===== config.mk =====
export PLATFORM = sky130hd
export DESIGN_NAME = status_register_unit
export DESIGN_NICKNAME = d
export VERILOG_FILES = /design/src/rtl/arm_pkg.sv /design/src/rtl/flag_gen.sv /design/src/rtl/status_register_unit.sv
export SDC_FILE = /design/constraint.sdc
export NUM_CORES = 1
export LEC_CHECK = 0
export ABC_AREA = 1
export CORE_ASPECT_RATIO = 0.9
export CORE_MARGIN = 2
export CORE_UTILIZATION = 23
export DETAILED_ROUTE_END_ITERATION = 8
export GPL_TIMING_DRIVEN = 0
export PLACE_DENSITY = 0.8
export REMOVE_ABC_BUFFERS = 1
export SLEW_MARGIN = 20
export SYNTH_ARGS = -nofsm -noshare
export SYNTH_HDL_FRONTEND = slang
export SYNTH_HIERARCHICAL = 1
export SYNTH_SLANG_ARGS = --single-unit

===== constraint.sdc =====
create_clock -name clk -period 1.05 [get_ports clk]
set_input_delay 0.315 -clock clk [delete_from_list [all_inputs] [get_ports clk]]
set_output_delay 0.315 -clock clk [all_outputs]
set_load 0.005 [all_outputs]

===== src/rtl/arm_pkg.sv =====
// Shared EXE command encodings, condition-flag bit positions and the
// exception-banking state type used by the status register unit.
package arm_pkg;

  // CMP issues as EXE_SUB and TST as EXE_AND; only the S bit tells them apart.
  localparam logic [3:0] EXE_MOV = 4'd1;
  localparam logic [3:0] EXE_ADD = 4'd2;
  localparam logic [3:0] EXE_ADC = 4'd3;
  localparam logic [3:0] EXE_SUB = 4'd4;
  localparam logic [3:0] EXE_SBC = 4'd5;
  localparam logic [3:0] EXE_AND = 4'd6;
  localparam logic [3:0] EXE_ORR = 4'd7;
  localparam logic [3:0] EXE_EOR = 4'd8;
  localparam logic [3:0] EXE_MVN = 4'd9;

  localparam int FLAG_Z = 3;
  localparam int FLAG_C = 2;
  localparam int FLAG_N = 1;
  localparam int FLAG_V = 0;

  typedef enum logic {
    ST_NORMAL,
    ST_SAVED
  } exc_state_t;

endpackage


===== src/rtl/flag_gen.sv =====
// Combinational NZCV derivation from the ALU result; flags the command
// does not define are passed through from the current status word.
module flag_gen
  import arm_pkg::*;
(
  input  logic [3:0] alu_cmd,
  input  logic       a_msb,
  input  logic       b_msb,
  input  logic       res_msb,
  input  logic       res_zero,
  input  logic       alu_cout,
  input  logic [3:0] cur_flags,
  output logic [3:0] new_flags
);

  always_comb begin
    new_flags = cur_flags;
    case (alu_cmd)
      EXE_ADD, EXE_ADC: begin
        new_flags[FLAG_N] = res_msb;
        new_flags[FLAG_Z] = res_zero;
        new_flags[FLAG_C] = alu_cout;
        new_flags[FLAG_V] = (a_msb == b_msb) && (res_msb != a_msb);
      end
      // Carry is already NOT-borrow on the ALU side, so it is taken as-is.
      EXE_SUB, EXE_SBC: begin
        new_flags[FLAG_N] = res_msb;
        new_flags[FLAG_Z] = res_zero;
        new_flags[FLAG_C] = alu_cout;
        new_flags[FLAG_V] = (a_msb != b_msb) && (res_msb != a_msb);
      end
      EXE_MOV, EXE_MVN, EXE_AND, EXE_ORR, EXE_EOR: begin
        new_flags[FLAG_N] = res_msb;
        new_flags[FLAG_Z] = res_zero;
      end
      default: ;
    endcase
  end

endmodule


===== src/rtl/status_register_unit.sv =====
// Architectural NZCV status register with exception-entry banking.
// Optional macro STATUS_FWD_EN adds a same-cycle bypass on status_fwd.
module status_register_unit
  import arm_pkg::*;
#(
  parameter int         DATA_W      = 32,
  parameter logic [3:0] RESET_FLAGS = 4'b0000
) (
  input  logic              clk,
  input  logic              rst_n,
  input  logic [3:0]        alu_cmd,
  input  logic [DATA_W-1:0] op_a,
  input  logic [DATA_W-1:0] op_b,
  input  logic [DATA_W-1:0] alu_res,
  input  logic              alu_cout,
  input  logic              upd_valid,
  input  logic              s_bit,
  input  logic              flush,
  input  logic              exc_enter,
  input  logic              exc_return,
  output logic [3:0]        status_reg,
  output logic [3:0]        status_fwd,
  output logic              banked,
  output logic              nest_err
);

  logic [3:0] status_q;
  logic [3:0] shadow_q;
  logic [3:0] new_flags;
  logic [3:0] post_update;
  exc_state_t state_q;
  exc_state_t state_next;
  logic       nest_q;
  logic       we;
  logic       take_return;
  logic       take_enter;
  logic       nest_hit;
  logic       unused_operand_bits;

  // Only the sign bits of the operands matter for overflow detection.
  assign unused_operand_bits = ^{op_a[DATA_W-2:0], op_b[DATA_W-2:0]};

  flag_gen u_flag_gen (
    .alu_cmd   (alu_cmd),
    .a_msb     (op_a[DATA_W-1]),
    .b_msb     (op_b[DATA_W-1]),
    .res_msb   (alu_res[DATA_W-1]),
    .res_zero  (alu_res == '0),
    .alu_cout  (alu_cout),
    .cur_flags (status_q),
    .new_flags (new_flags)
  );

  assign we          = upd_valid & s_bit & ~flush;
  assign post_update = we ? new_flags : status_q;

  // A simultaneous return always wins, so a colliding entry is simply dropped.
  assign take_return = exc_return && (state_q == ST_SAVED);
  assign take_enter  = exc_enter && !exc_return && (state_q == ST_NORMAL);
  assign nest_hit    = exc_enter && !exc_return && (state_q == ST_SAVED);

  always_comb begin
    state_next = state_q;
    if (take_return) begin
      state_next = ST_NORMAL;
    end else if (take_enter) begin
      state_next = ST_SAVED;
    end
  end

  always_ff @(posedge clk or negedge rst_n) begin
    if (!rst_n) begin
      status_q <= RESET_FLAGS;
      shadow_q <= 4'b0000;
      state_q  <= ST_NORMAL;
      nest_q   <= 1'b0;
    end else begin
      if (take_return) begin
        status_q <= shadow_q;
      end else if (we) begin
        status_q <= new_flags;
      end
      if (take_enter) begin
        shadow_q <= post_update;
      end
      if (nest_hit) begin
        nest_q <= 1'b1;
      end
      state_q <= state_next;
    end
  end

  assign status_reg = status_q;
  assign banked     = (state_q == ST_SAVED);
  assign nest_err   = nest_q;

`ifdef STATUS_FWD_EN
  assign status_fwd = take_return ? shadow_q : post_update;
`else
  assign status_fwd = status_q;
`endif

endmodule


==> results.tsv, run 1 <==
metric	value	unit
status	finished, violations left	
violated checks	negative setup slack	
CP dominant cell by count	buf_6	
Slew Limit Fails	0	
Total Routing Usage GR	12.3	%
CP Class	flop to output port	
P_leak	0.779	nW
drt via density	4.19	
WL/cell	9.86	µm
antenna cells	0	
FF+latch count, synth	10	
crit-path max FO	2	
DR iter-0 viols	20	
die area	3940	µm²
worst setup margin	-0.122	ns
layout cell share with drive strength beyond 1	48.7	%
min cycle time layout	1.17	ns
Post-Place Cells	233	
final hold viol count	0	
max_cap viols	0	
post-synth cell types	14	
I/O pin cnt	118	
Routed WL	2400	µm
Setup crit end kind	output port	
Critical Path Max Stage Delay	0.39	ns
Initial Util	23.7	%
Worst Path Required	0.73	ns
crit path DAT	0.86	ns
multi-input logic area	572	µm²
Mean Syn Cell Area	5.76	µm²
vias in the first global route	925	
number of port buffers	55	
HPWL Detailed	1780	µm
register area share after synthesis	31.5	%
synth warn	6	
Slew HR	69.0	%
gp weighted congestion	0.730	
post-synthesis cell count	138	
maximum vdd drop	0.707	mV
CTS Buf Count	3	
drt first pass iters	4	
Final period util	112	%
Max Fclk	0.853	GHz
Post-Synthesis Cell Area	795	µm²
Row Count	20	
Num Clock Sinks	10	
critical-path cell list	buf_6 -> buf_6	
Setup Viol. Count Final	12	
filler cell count	361	
Synth-to-Final Area Change	85.4	%
setup TNS	-0.597	ns
root cell of the clock tree	clkbuf_8	
CTS tree	done	
Longest Clk Path Bufs	2	
Critical R2R Launch	status_fwd[1]$_DFF_PN0_	
post-place setup slack	-0.633	ns
Clock Latency Late Sink	0.23	ns
CP startpoint	status_fwd[1]$_DFF_PN0_	
vias	1017	
Die Span Y	59.8	µm
register area	251	µm²
nets	309	
DR DRC count	0	
die width	66.0	µm
worst-margin pin slew	0.463	ns
post-layout util	43.9	%
CTS clk-pin slew, worst paths	0.05	ns
global route total overflow	0	
RSZ-0062 raised after global routing	yes	
Setup Skew	0.00371	ns
non-filler cells in the finished layout	243	
pin count of the biggest net entering global routing	11	
P per Cell Area	1120	nW/µm²
register-to-register setup slack	-0.07	ns
Hold Crit Class	input pin to asynchronous set/reset pin	
initial antenna violation count	0	
CP max stage cell	dfrtp_1	
Routed Antenna Nets	0	
first-pass GRT wire length	3800	µm
Critical Path Source Type	flop	
core footprint	3350	µm²
CTS H-tree depth	1	
[logic make-up (layout without fill, tap and decap cells)]
kind of cell | Yosys count | after routing | synth area share [%]
buffers and inverters | 23 | 84 | 12.8
AND/OR/NAND/NOR | 101 | 101 | 52.9
flip-flops | 10 | 10 | 31.5
AO/OA/AOI/OAI | 4 | 4 | 2.83
[where the power goes]
group,switching [mW],internal [mW]
Sequential,0.0572,0.475
Combinational,0.331,0.396
Clock,0.139,0.250
[flip-flops by register name (all words and copies together) (netlist names)]
signal / cells
status_fwd: 4
banked: 1
shadow_q: 4
nest_err: 1
[synth_stat cells, drive strengths merged]
cell type | instances | area [µm²]
nand2 | 62 | 240
nor2 | 26 | 108
dfrtp | 10 | 250
nand3 | 12 | 65.1
buf | 4 | 30.0
o21ai | 3 | 15.0
o21bai | 1 | 7.51
nand3b | 1 | 7.51
inv | 19 | 71.3
[routing by layer]
layer | GRT usage [%] | vias up | part of all wire [%]
li1 | - | 535 | -
met4 | 2.62 | 0 | 0.42
met5 | 0 | - | 0
met3 | 3.39 | 3 | 7.6
met2 | 22.8 | 39 | 52
met1 | 14.2 | 440 | 40
[through the flow]
stage / cell area (µm²) / power (mW) / hold slack [ns]
3_3_place_gp: 1370 / 1.16 / 0.460
6_report: 1470 / 1.65 / 0.404
4_1_cts: 1310 / 1.57 / 0.415
3_5_place_dp: 1370 / 1.17 / 0.463
2_1_floorplan: 764 / 0.772 / 0.0194
5_1_grt: 1470 / 1.77 / 0.446
[placed cells by master, fill, tap and decap left out, drive strengths merged]
cell type	synthesis	layout
nand3	12	12
o21ai	3	3
o21bai	1	1
nand3b	1	1
nand2	62	62
clkdlybuf4s15	0	1
clkdlybuf4s50	0	2
nor2	26	26
dlygate4sd2	0	5
inv	19	19
dfrtp	10	10
buf	4	48
clkbuf	0	9
[worst paths after layout]
kind | to | depth (start not counted)
min in group clk | status_fwd[3]$_DFF_PN0_ | 2
worst min register to register | status_fwd[3]$_DFF_PN0_ | 2
worst min-delay path | shadow_q[1]$_DFFE_PN0P_ | 1
worst max register to register | status_fwd[1]$_DFF_PN0_ | 8
worst max-delay path | status_fwd[1] | 2
max in group asynchronous | banked$_DFFE_PN0P_ | 1
[cell type report]
| class | count | share of cell area, % |
|---|---|---|
| Multi-Input combinational cell | 105 | 38.8 |
| Timing Repair Buffer | 62 | 32.5 |
| Sequential cell | 10 | 17.1 |
| Inverter | 19 | 5.01 |
| Tap cell | 44 | 3.74 |
| Clock buffer | 3 | 2.80 |
[timing repair]
item | in CTS | in global routing
setup buffers | 7 | 0
endpoints found under the setup margin | 18 | 18
pin swaps | 45 | 41
resized for setup | 164 | 62
hold buffers | 0 | 0
[worst max-delay path, delay by kind of cell (launching register included)]
kind | cells | cell delay [ns]
flops | 1 | 0.39
buf+inv | 2 | 0.23
Note: power is estimated with default switching activity, not from simulation.
==> inputs of run 2 (changes only) <==
--- a/config.mk
+++ b/config.mk
@@ -9,6 +9,7 @@
 export CORE_ASPECT_RATIO = 0.9
 export CORE_MARGIN = 2
 export CORE_UTILIZATION = 23
+export CTS_CLUSTER_SIZE = 14
 export DETAILED_ROUTE_END_ITERATION = 8
 export GPL_TIMING_DRIVEN = 0
 export PLACE_DENSITY = 0.8
==> results of run 2 <==
Same layout as run 1: the final DEF is identical, and so are final timing and power.
==> inputs of run 3 (changes only) <==
--- a/config.mk
+++ b/config.mk
@@ -8,11 +8,12 @@
 export ABC_AREA = 1
 export CORE_ASPECT_RATIO = 0.9
 export CORE_MARGIN = 2
-export CORE_UTILIZATION = 23
+export CORE_UTILIZATION = 24
+export CTS_BUF_LIST = sky130_fd_sc_hd__clkbuf_4 sky130_fd_sc_hd__clkbuf_8
 export CTS_CLUSTER_SIZE = 14
 export DETAILED_ROUTE_END_ITERATION = 8
 export GPL_TIMING_DRIVEN = 0
-export PLACE_DENSITY = 0.8
+export PLACE_DENSITY = 0.83
 export REMOVE_ABC_BUFFERS = 1
 export SLEW_MARGIN = 20
 export SYNTH_ARGS = -nofsm -noshare
==> constraint.sdc (replaced) <==
create_clock -name clk -period 1.1 [get_ports clk]
set_input_delay 0.33 -clock clk [delete_from_list [all_inputs] [get_ports clk]]
set_output_delay 0.33 -clock clk [all_outputs]
set_load 0.005 [all_outputs]
==> run 3 against run 2 <==
The run still ends with negative setup slack left. Combinational power is 16% higher. Sequential share of layout area is 0.46 points higher. Count of clock-buffer cells in the layout stayed put. First-iteration DRC count is 5.0% lower. Worst hold slack better by 0.0083 ns. Critical path depth stayed put. Clock power hardly changed. Global-route usage is 1.6 points higher. Register-to-register slack better by 0.05 ns. Sequential power is 5.3% lower. Final area is 2.6% lower. Clock skew is 0.0015 ns higher. Largest cell class unchanged. Largest power group unchanged.
==> results.tsv, run 3 (synthesized netlist as in run 1, its figures left out) <==
metric	value	unit	change
status	finished, violations left		
violated checks	negative setup slack		
vias in the first global route	966		+4.4%
CTS clk-pin slew, worst paths	0.05	ns	about the same
Sw Share	32.2	%	+0.21 points
Die Span Y	58.6	µm	-2.0%
Worst Path Required	0.77	ns	+0.04 ns
drt first pass iters	4		unchanged
die width	64.7	µm	-2.0%
max_cap viols	0		unchanged
CTS Buf Count	3		unchanged
Initial Util	25.5	%	+1.8 points
DR iter-0 viols	19		-5.0%
layout cell share with drive strength beyond 1	47.3	%	-1.5 points
share of total power in the clock network	22.4	%	-1.2 points
Final period util	110	%	
P_leak	0.785	nW	+0.82%
Longest Clk Path Bufs	2		unchanged
worst-margin pin slew	0.468	ns	+0.00462 ns
Num Clock Sinks	10		unchanged
net switching power	0.558	mW	+5.8%
Setup Skew	0.00521	ns	+0.00150 ns
vias	1014		-0.29%
Internal Dissipation	1.17	mW	+4.8%
number of port buffers	55		unchanged
post-layout util	46.0	%	+2.1 points
antenna cells	0		unchanged
drt via density	4.14		-1.1%
Routed WL	2470	µm	+3.0%
Slew HR	68.7	%	-0.31 points
initial antenna violation count	0		unchanged
HPWL Detailed	1810	µm	+1.8%
I/O pin cnt	118		unchanged
min cycle time layout	1.21	ns	
die area	3790	µm²	-3.9%
Setup crit end kind	output port		
nets	313		+1.3%
post-place setup slack	-0.619	ns	+0.0146 ns
crit-path max FO	2		unchanged
WL/cell	10.1	µm	+2.2%
core footprint	3110	µm²	-7.1%
Total Routing Usage GR	13.8	%	+1.6 points
gp weighted congestion	0.730		about the same
worst setup margin	-0.106	ns	+0.0164 ns
most frequent cells in the layout	nand2_1 (52), buf_2 (19), clkbuf_2 (19), nor2_1 (17), buf_6 (17)		
Row Count	19		-5.0%
Fin Hold WS	0.413	ns	+0.00833 ns
CTS H-tree depth	1		unchanged
Max Fclk	0.829	GHz	
final hold viol count	0		unchanged
root cell of the clock tree	clkbuf_8		
CP Class	flop to output port		
CTS tree	done		
global route total overflow	0		unchanged
Slew Limit Fails	0		unchanged
most common cell after layout, fill and taps aside	nand2_1		
P per Cell Area	1210	nW/µm²	+8.0%
DR DRC count	0		unchanged
maximum vdd drop	0.942	mV	+33%
Tot Pwr	1.73	mW	+5.1%
Flop pwr share	29.1	%	-3.2 points
first-pass GRT wire length	4130	µm	+8.7%
Routed Antenna Nets	0		unchanged
Clock Latency Late Sink	0.24	ns	about the same
Synth-to-Final Area Change	80.5	%	
Critical Path Source Type	flop		
Setup Viol. Count Final	9		-3
Logic pwr share	48.5	%	+4.4 points
Hold Crit Class	input pin to asynchronous set/reset pin		
RSZ-0062 raised after global routing	yes		
pin count of the biggest net entering global routing	11		unchanged
crit path DAT	0.88	ns	+0.02 ns
[run 3: cell count changes in the layout (fill, tap and decap cells not counted), sizes merged]
| cell | change |
|---|---|
| clkbuf | +13 |
| dlygate4sd2 | +1 |
| buf | -9 |
| clkdlybuf4s15 | -1 |
[run 3: power groups by stage]
stage	registers, mW	logic, mW	clock network [mW]
global route	0.513	0.926	0.415
global placement	0.525	0.580	0
finish	0.504	0.840	0.388
floorplan	0.525	0.212	0
detailed placement	0.528	0.596	0
CTS	0.501	0.768	0.387
[run 3: per-stage QoR]
stage	setup TNS, ns	instances	instance area (µm²)
after detailed placement	-5.98	231	1370
after global placement	-5.69	231	1370
after floorplan	0	134	764
final	-0.606	245	1430
after global routing	-1.07	245	1430
after CTS	-0.584	244	1440
[run 3: repair_timing]
item                       CTS  global route
resized for setup          159            49
setup buffers               10             1
gates cloned                 0             0
hold buffers                 0             0
pin swaps                   49            36
setup endpoints to repair   18            17
[run 3: per-layer routing]
| metal | track usage [%] | wire, µm | vias up |
|---|---|---|---|
| met2 | 24.0 | 1220 | 31 |
| met3 | 4.78 | 199 | 3 |
| met4 | 3.34 | 17 | 0 |
| met5 | 0 | 0 | - |
| li1 | - | - | 540 |
| met1 | 16.7 | 1030 | 440 |
[run 3: worst max-delay path, stage by stage (launching register included)]
cell and delay (ns):
dfrtp_1 0.39, buf_4 0.14, buf_6 0.10
[run 3: area by class of cell]
cell class / count / area, µm²
multi-input combinational: 105 / 538
inverter: 19 / 73.8
sequential: 10 / 251
fill: 329 / 1680
tap: 42 / 52.6
timing repair buffer: 66 / 477
clock buffer: 3 / 41.3
[run 3: worst paths after layout]
path                            cells after the start                       to                    start  slack [ns]
worst max-delay path                                2            status_fwd[0]  status_fwd[0]$_DFF_PN0_       -0.11
worst min-delay path                                1  shadow_q[0]$_DFFE_PN0P_                    rst_n        0.41
worst max register to register                      8  shadow_q[1]$_DFFE_PN0P_  status_fwd[1]$_DFF_PN0_       -0.02
worst min register to register                      2  status_fwd[2]$_DFF_PN0_  shadow_q[2]$_DFFE_PN0P_        0.46
max in group asynchronous                           1       banked$_DFFE_PN0P_                    rst_n        0.34
min in group clk                                    2  status_fwd[2]$_DFF_PN0_  shadow_q[2]$_DFFE_PN0P_        0.46
